$ cat src/rtl/mac_pkg.sv
// rtl/mac_pkg.sv - shared state encoding and default widths for the accumulate stage
//
// Purpose: single place for the FSM state type and the default datapath widths
//          used by mac_accumulator and acc_sat_add.
// Contents:
//   state_t      - IDLE / ACCUM / DONE
//   DEF_PROD_W   - product width (matches the multiplier output)
//   DEF_ACC_W    - accumulator width
//   DEF_LEN_W    - job length field width
package mac_pkg;

    typedef enum logic [1:0] {
        IDLE  = 2'd0,
        ACCUM = 2'd1,
        DONE  = 2'd2
    } state_t;

    localparam int DEF_PROD_W = 32;
    localparam int DEF_ACC_W  = 40;
    localparam int DEF_LEN_W  = 8;

endpackage

$ cat src/rtl/mac_accumulator_acc_sat_add.sv
// rtl/mac_accumulator_acc_sat_add.sv - combinational accumulator adder with carry-out and optional clamp
//
// Purpose: adds a zero-extended product to the running sum at ACC_W+1 bits.
//          The extra bit is the carry-out that feeds the sticky overflow flag.
// Configuration macro: MAC_ACCUMULATOR_SATURATE_EN
//   defined   - on carry-out the sum clamps to all ones
//   undefined - the sum wraps modulo 2^ACC_W
// Ports:
//   i_acc   in  ACC_W   current accumulator value
//   i_prod  in  PROD_W  unsigned product to add
//   o_sum   out ACC_W   next accumulator value
//   o_carry out 1       carry-out of the ACC_W-bit add
module acc_sat_add
    import mac_pkg::*;
#(
    parameter int PROD_W = DEF_PROD_W,
    parameter int ACC_W  = DEF_ACC_W
) (
    input  logic [ACC_W-1:0]  i_acc,
    input  logic [PROD_W-1:0] i_prod,
    output logic [ACC_W-1:0]  o_sum,
    output logic              o_carry
);

    logic [ACC_W:0] w_full;

    assign w_full  = {1'b0, i_acc} + {{(ACC_W + 1 - PROD_W){1'b0}}, i_prod};
    assign o_carry = w_full[ACC_W];

`ifdef MAC_ACCUMULATOR_SATURATE_EN
    // Once clamped, any non-zero add carries again, so the sum stays pinned.
    assign o_sum = w_full[ACC_W] ? {ACC_W{1'b1}} : w_full[ACC_W-1:0];
`else
    assign o_sum = w_full[ACC_W-1:0];
`endif

endmodule

$ cat src/rtl/mac_accumulator.sv
// rtl/mac_accumulator.sv - registered accumulate stage downstream of the 16x16 multiplier
//
// Purpose: sums a programmed number of unsigned products arriving on a
//          valid/ready stream and presents the total on a valid/ready output.
// Configuration macro: MAC_ACCUMULATOR_SATURATE_EN (clamp instead of wrap,
//          implemented in acc_sat_add; handshakes and timing unchanged).
// Ports:
//   clk        in  1       rising-edge clock
//   rst        in  1       synchronous active-high reset
//   start      in  1       begin a job (sampled only in IDLE)
//   len        in  LEN_W   products in the job, latched on start
//   p_in       in  PROD_W  unsigned product
//   p_valid    in  1       p_in valid
//   p_ready    out 1       p_in accepted this cycle when p_valid is high
//   acc_out    out ACC_W   accumulated sum
//   acc_valid  out 1       acc_out is a final result
//   acc_ready  in  1       consumer takes the result
//   busy       out 1       state is not IDLE
//   ovf        out 1       sticky overflow flag for the current job
module mac_accumulator
    import mac_pkg::*;
#(
    parameter int PROD_W = DEF_PROD_W,
    parameter int ACC_W  = DEF_ACC_W,
    parameter int LEN_W  = DEF_LEN_W
) (
    input  logic              clk,
    input  logic              rst,
    input  logic              start,
    input  logic [LEN_W-1:0]  len,
    input  logic [PROD_W-1:0] p_in,
    input  logic              p_valid,
    output logic              p_ready,
    output logic [ACC_W-1:0]  acc_out,
    output logic              acc_valid,
    input  logic              acc_ready,
    output logic              busy,
    output logic              ovf
);

    state_t             r_state;
    logic [ACC_W-1:0]   r_acc;
    logic               r_ovf;
    logic [LEN_W-1:0]   r_rem;

    logic [ACC_W-1:0]   w_sum;
    logic               w_carry;

    acc_sat_add #(
        .PROD_W (PROD_W),
        .ACC_W  (ACC_W)
    ) u_add (
        .i_acc   (r_acc),
        .i_prod  (p_in),
        .o_sum   (w_sum),
        .o_carry (w_carry)
    );

    always_ff @(posedge clk) begin
        if (rst) begin
            r_state <= IDLE;
            r_acc   <= '0;
            r_ovf   <= 1'b0;
            r_rem   <= '0;
        end else begin
            case (r_state)
                IDLE: begin
                    if (start) begin
                        r_acc <= '0;
                        r_ovf <= 1'b0;
                        r_rem <= len;
                        // An empty job goes straight to DONE and returns zero.
                        r_state <= (len == '0) ? DONE : ACCUM;
                    end
                end
                ACCUM: begin
                    // p_ready is high throughout ACCUM, so p_valid alone is the handshake.
                    if (p_valid) begin
                        r_acc <= w_sum;
                        r_ovf <= r_ovf | w_carry;
                        r_rem <= r_rem - 1'b1;
                        if (r_rem == LEN_W'(1)) begin
                            r_state <= DONE;
                        end
                    end
                end
                DONE: begin
                    if (acc_ready) begin
                        r_state <= IDLE;
                    end
                end
                default: begin
                    r_state <= IDLE;
                end
            endcase
        end
    end

    // Handshake outputs are pure decodes of registered state: no input-to-output path.
    assign p_ready   = (r_state == ACCUM);
    assign acc_valid = (r_state == DONE);
    assign busy      = (r_state != IDLE);
    assign acc_out   = r_acc;
    assign ovf       = r_ovf;

endmodule

$ cat config.mk
export PLATFORM = sky130hd
export DESIGN_NAME = mac_accumulator
export DESIGN_NICKNAME = d
export VERILOG_FILES = /design/src/rtl/mac_pkg.sv /design/src/rtl/mac_accumulator_acc_sat_add.sv /design/src/rtl/mac_accumulator.sv
export SDC_FILE = /design/constraint.sdc
export NUM_CORES = 1
export LEC_CHECK = 0
export ABC_AREA = 0
export CAP_MARGIN = 0
export CORE_MARGIN = 2
export CORE_UTILIZATION = 39
export CTS_CLUSTER_SIZE = 12
export DETAILED_ROUTE_END_ITERATION = 16
export GPL_TIMING_DRIVEN = 0
export HOLD_SLACK_MARGIN = 0.12
export PLACE_DENSITY = 0.67
export REMOVE_ABC_BUFFERS = 1
export SYNTH_ARGS = -nofsm -noshare
export SYNTH_HDL_FRONTEND = slang
export SYNTH_HIERARCHICAL = 1
export SYNTH_SLANG_ARGS = --single-unit
$ cat constraint.sdc
create_clock -name clk -period 5.47 [get_ports clk]
set_clock_uncertainty 0.15 [all_clocks]
set_input_delay 1.094 -clock clk [delete_from_list [all_inputs] [get_ports clk]]
set_output_delay 1.094 -clock clk [all_outputs]
set_load 0.02 [all_outputs]
==> metrics.log <==
INFO  metric grt_antenna_before_repair = 0
INFO  metric critical_path.max_fanout = 5
INFO  metric syn-cell-area = just over 4000 um2
INFO  metric postSynth.topFlopCell = dfxtp_1
INFO  metric final_layout_setup_total_negative_slack = 0 ps
INFO  metric synth_warnings = 6
INFO  metric power.ir.vdd_worst = ~0.10 mV
INFO  metric synth.distinct_cells = 64
INFO  metric cp.required = around 5500 ps
INFO  metric switching_share_of_total_power = approximately 37%
INFO  metric total_switching_power = a little under 0.0004 W
INFO  metric final_max_slew_viol_count = 0
INFO  metric post_synthesis_cell_count = 509
INFO  metric num_antenna_cells = 0
INFO  metric timing.critical_path.arrival = 4100 ps
INFO  metric worstSetupPathType = in -> reg
INFO  metric fp-row-count = 37
INFO  metric maxCapViolCount = 0
INFO  metric wirelength = roughly 11000 um
INFO  metric maxClockFrequency = between 200 and 250 MHz
INFO  metric cts.repair.resized = 0
INFO  metric clk_transition_reported_paths = about 100 ps
INFO  metric yosysMostFrequentCell = nor2_1
INFO  metric cts_hold_repair.buffers = 0
INFO  metric cellInternalPower = just under 0.0007 W
INFO  metric max_slew.worst_pin.slew = approximately 900 ps
INFO  metric postSynthAreaPerCell = a little under 8 um2
INFO  metric ys_seq_area_share = between 20% and 30%
INFO  metric drt_first_pass_iters = 5
INFO  metric timing.slew.headroom = roughly two fifths
INFO  metric drt_first_iter_violations = approximately 190
INFO  metric setup_violators_final = 0
INFO  metric clock_path_buffers = 2
INFO  metric post_route_cells_drive_above_1_share = under 10%
INFO  metric layout.nets = ~660
INFO  metric power.share.clock = between 20% and 30%
INFO  metric die_w = around 110 um
INFO  metric synth_largest_area_cell = dfxtp_1
INFO  metric synthArstFlopShare = 0%
INFO  metric routability_congestion_estimate = 0.846
INFO  metric clkSinkCount = just over 50
INFO  metric timing.hold.worst.class = reg -> reg
INFO  metric cts.repair_timing.setup_buffer_count = 0
INFO  metric most_area_consuming_cells_after_synthesis = dfxtp_1 (25%), ha_1 (11%), a22oi_1 (7.5%)
INFO  metric ctsHtreeMaxLevel = 2
INFO  metric io-pin-count = approximately 90
INFO  metric unrepaired_setup_endpoints_after_global_routing = no
INFO  metric port-buffer-count = between 80 and 90
INFO  metric critical_path_sink_type = flip-flop
INFO  metric cts_inserted_buffers = 5
INFO  metric core_area = 10200 um2
INFO  metric first_global_vias = between 3000 and 4000
INFO  metric maximum_number_of_pins_on_one_net_before_global_route_repair = 42
INFO  metric routedWlPerCell = 14.7 um
INFO  metric cts_root_buf = clkbuf_8
INFO  metric tritoncts_clock_tree = done
INFO  metric fin_util = about half
INFO  metric timing.critical_path.from_type = primary input
INFO  metric place.detailed.hpwl = 7680 um
INFO  metric seq_power_share = 40.0%
INFO  metric number_of_enable_type_register_cells_in_the_synthesized_netlist = 0
INFO  metric synth_top_cells_by_count = nor2_1 (74), dfxtp_1 (51), a21oi_1 (44), nand2_1 (42), a22oi_1 (40)
INFO  metric report.final.hold_viol_count = 0
INFO  metric initial_utilization = about two fifths
INFO  metric crit_share_post_route = between 70% and 80%
INFO  metric post_drt_via_cell_ratio = between 5 and 6
INFO  metric area_growth_syn_to_fin = 26.5%
INFO  metric drcViolationCount = 0
INFO  metric total_leakage_power = between 2 and 2.5 nW
INFO  metric global_route.usage.total = a little under a fifth
INFO  metric design.die.area = 11100 um2
INFO  metric vias = roughly 4000
INFO  metric power_per_cell_area = about 210 nW/um2
INFO  metric die-height = approximately 110 um
INFO  metric comb_power_share = about two fifths
INFO  metric synth_top_cell_area_share = approximately a quarter
INFO  metric status = completed
INFO  metric ys_seq_elements = 51
INFO  metric wire_length_of_the_first_global_routing_pass = approximately 17000 um
INFO  metric final.min_clock_period = approximately 4000 ps
INFO  metric overflow = 0
INFO  metric worstSkewPairLatency = between 300 and 400 ps
INFO  metric drt.antenna.violating_nets = 0
## worst paths after layout
kind                 end  slack, ps  cells after the start        from
max reg2reg  acc_out[30]       2300                     12  acc_out[0]
min reg2reg     r_rem[4]        350                      2    r_rem[4]
max                  ovf       1450                     13     p_in[0]
min             r_rem[4]        350                      2    r_rem[4]
## critical path, stage by stage
cell             delay [ps]
clkdlybuf4s50_1         460
ha_1                    190
fa_1                    230
a21o_1                  170
a221oi_2                 90
or3_4                   430
nand2_4                  80
a31oi_4                 120
o21a_4                  270
a211oi_1                420
and3_1                  250
a21oi_1                  60
a211oi_1                240
## placed cells by master (no fill, tap or decap), drive strengths merged, types with 5 or more instances in the layout
| master | instances |
|---|---|
| xnor2 | 21 |
| xor2 | 12 |
| ha | 34 |
| a21oi | 45 |
| nand4 | 6 |
| nand2b | 7 |
| nor2b | 5 |
| a22oi | 40 |
| nor3 | 11 |
| a211oi | 8 |
| nor2 | 75 |
| dfxtp | 51 |
| a221oi | 5 |
| clkbuf | 6 |
| inv | 13 |
| clkdlybuf4s50 | 87 |
| o21ai | 18 |
| nor3b | 6 |
| nand3 | 10 |
| a21o | 15 |
| nand2 | 43 |
| a2111oi | 5 |
| and3 | 5 |
## registers in the layout, summed over array words and instances (netlist names)
signal	flops
acc_out	40
r_rem	8
r_state	2
ovf	1
## stage by stage
| step | std cells | hold slack, ps | power, W | area, um2 | setup WS [ps] |
|---|---|---|---|---|---|
| 2_1_floorplan | 484 | 313 | 0.000698 | 3910 | 1950 |
| 3_3_place_gp | 708 | 333 | 0.000828 | 4960 | 1110 |
| 3_5_place_dp | 710 | 345 | 0.000842 | 5000 | 1160 |
| 4_1_cts | 717 | 359 | 0.00108 | 5090 | 1470 |
| 5_1_grt | 717 | 405 | 0.00114 | 5090 | 1270 |
| 6_report | 717 | 353 | 0.00107 | 5090 | 1450 |
## per-layer routing
layer | GRT usage (%) | up-vias | routed length (um)
li1 | - | 2021 | -
met1 | 24.6 | 1871 | 5020
met2 | 31.7 | 86 | 5030
met3 | 2.91 | 6 | 442
met4 | 4.04 | 0 | 76
met5 | 0 | - | 0
## power by group through the flow
| stage | Clock (W) | Combinational [W] | Sequential, W |
|---|---|---|---|
| after floorplan | 0 | 0.000253 | 0.000445 |
| after detailed placement | 0 | 0.000407 | 0.000435 |
| after global placement | 0 | 0.000394 | 0.000434 |
| after CTS | 0.000242 | 0.000409 | 0.000427 |
| after global routing | 0.000255 | 0.000450 | 0.000432 |
| final | 0.000232 | 0.000409 | 0.000427 |
## cell families after synthesis
family                   share of synthesized area, %
AND/OR/NAND/NOR                                  23.2
AO/OA/AOI/OAI                                    29.0
flip-flops                                       25.4
buffers and inverters                            3.92
adder cells (fa/ha/maj)                          11.1
XOR/XNOR                                         7.19
multiplexers                                    0.249
## cell type report
class | instances | area (um2)
well taps | 136 | 170
flip-flops and latches | 51 | 1020
clock buffers | 6 | 82.6
repair buffers | 90 | 916
clock inverters | 1 | 5.00
multi-input cells | 420 | 2850
inverters | 13 | 48.8
fillers | 1009 | 5100
No activity file was read; power rests on OpenSTA's default activity.
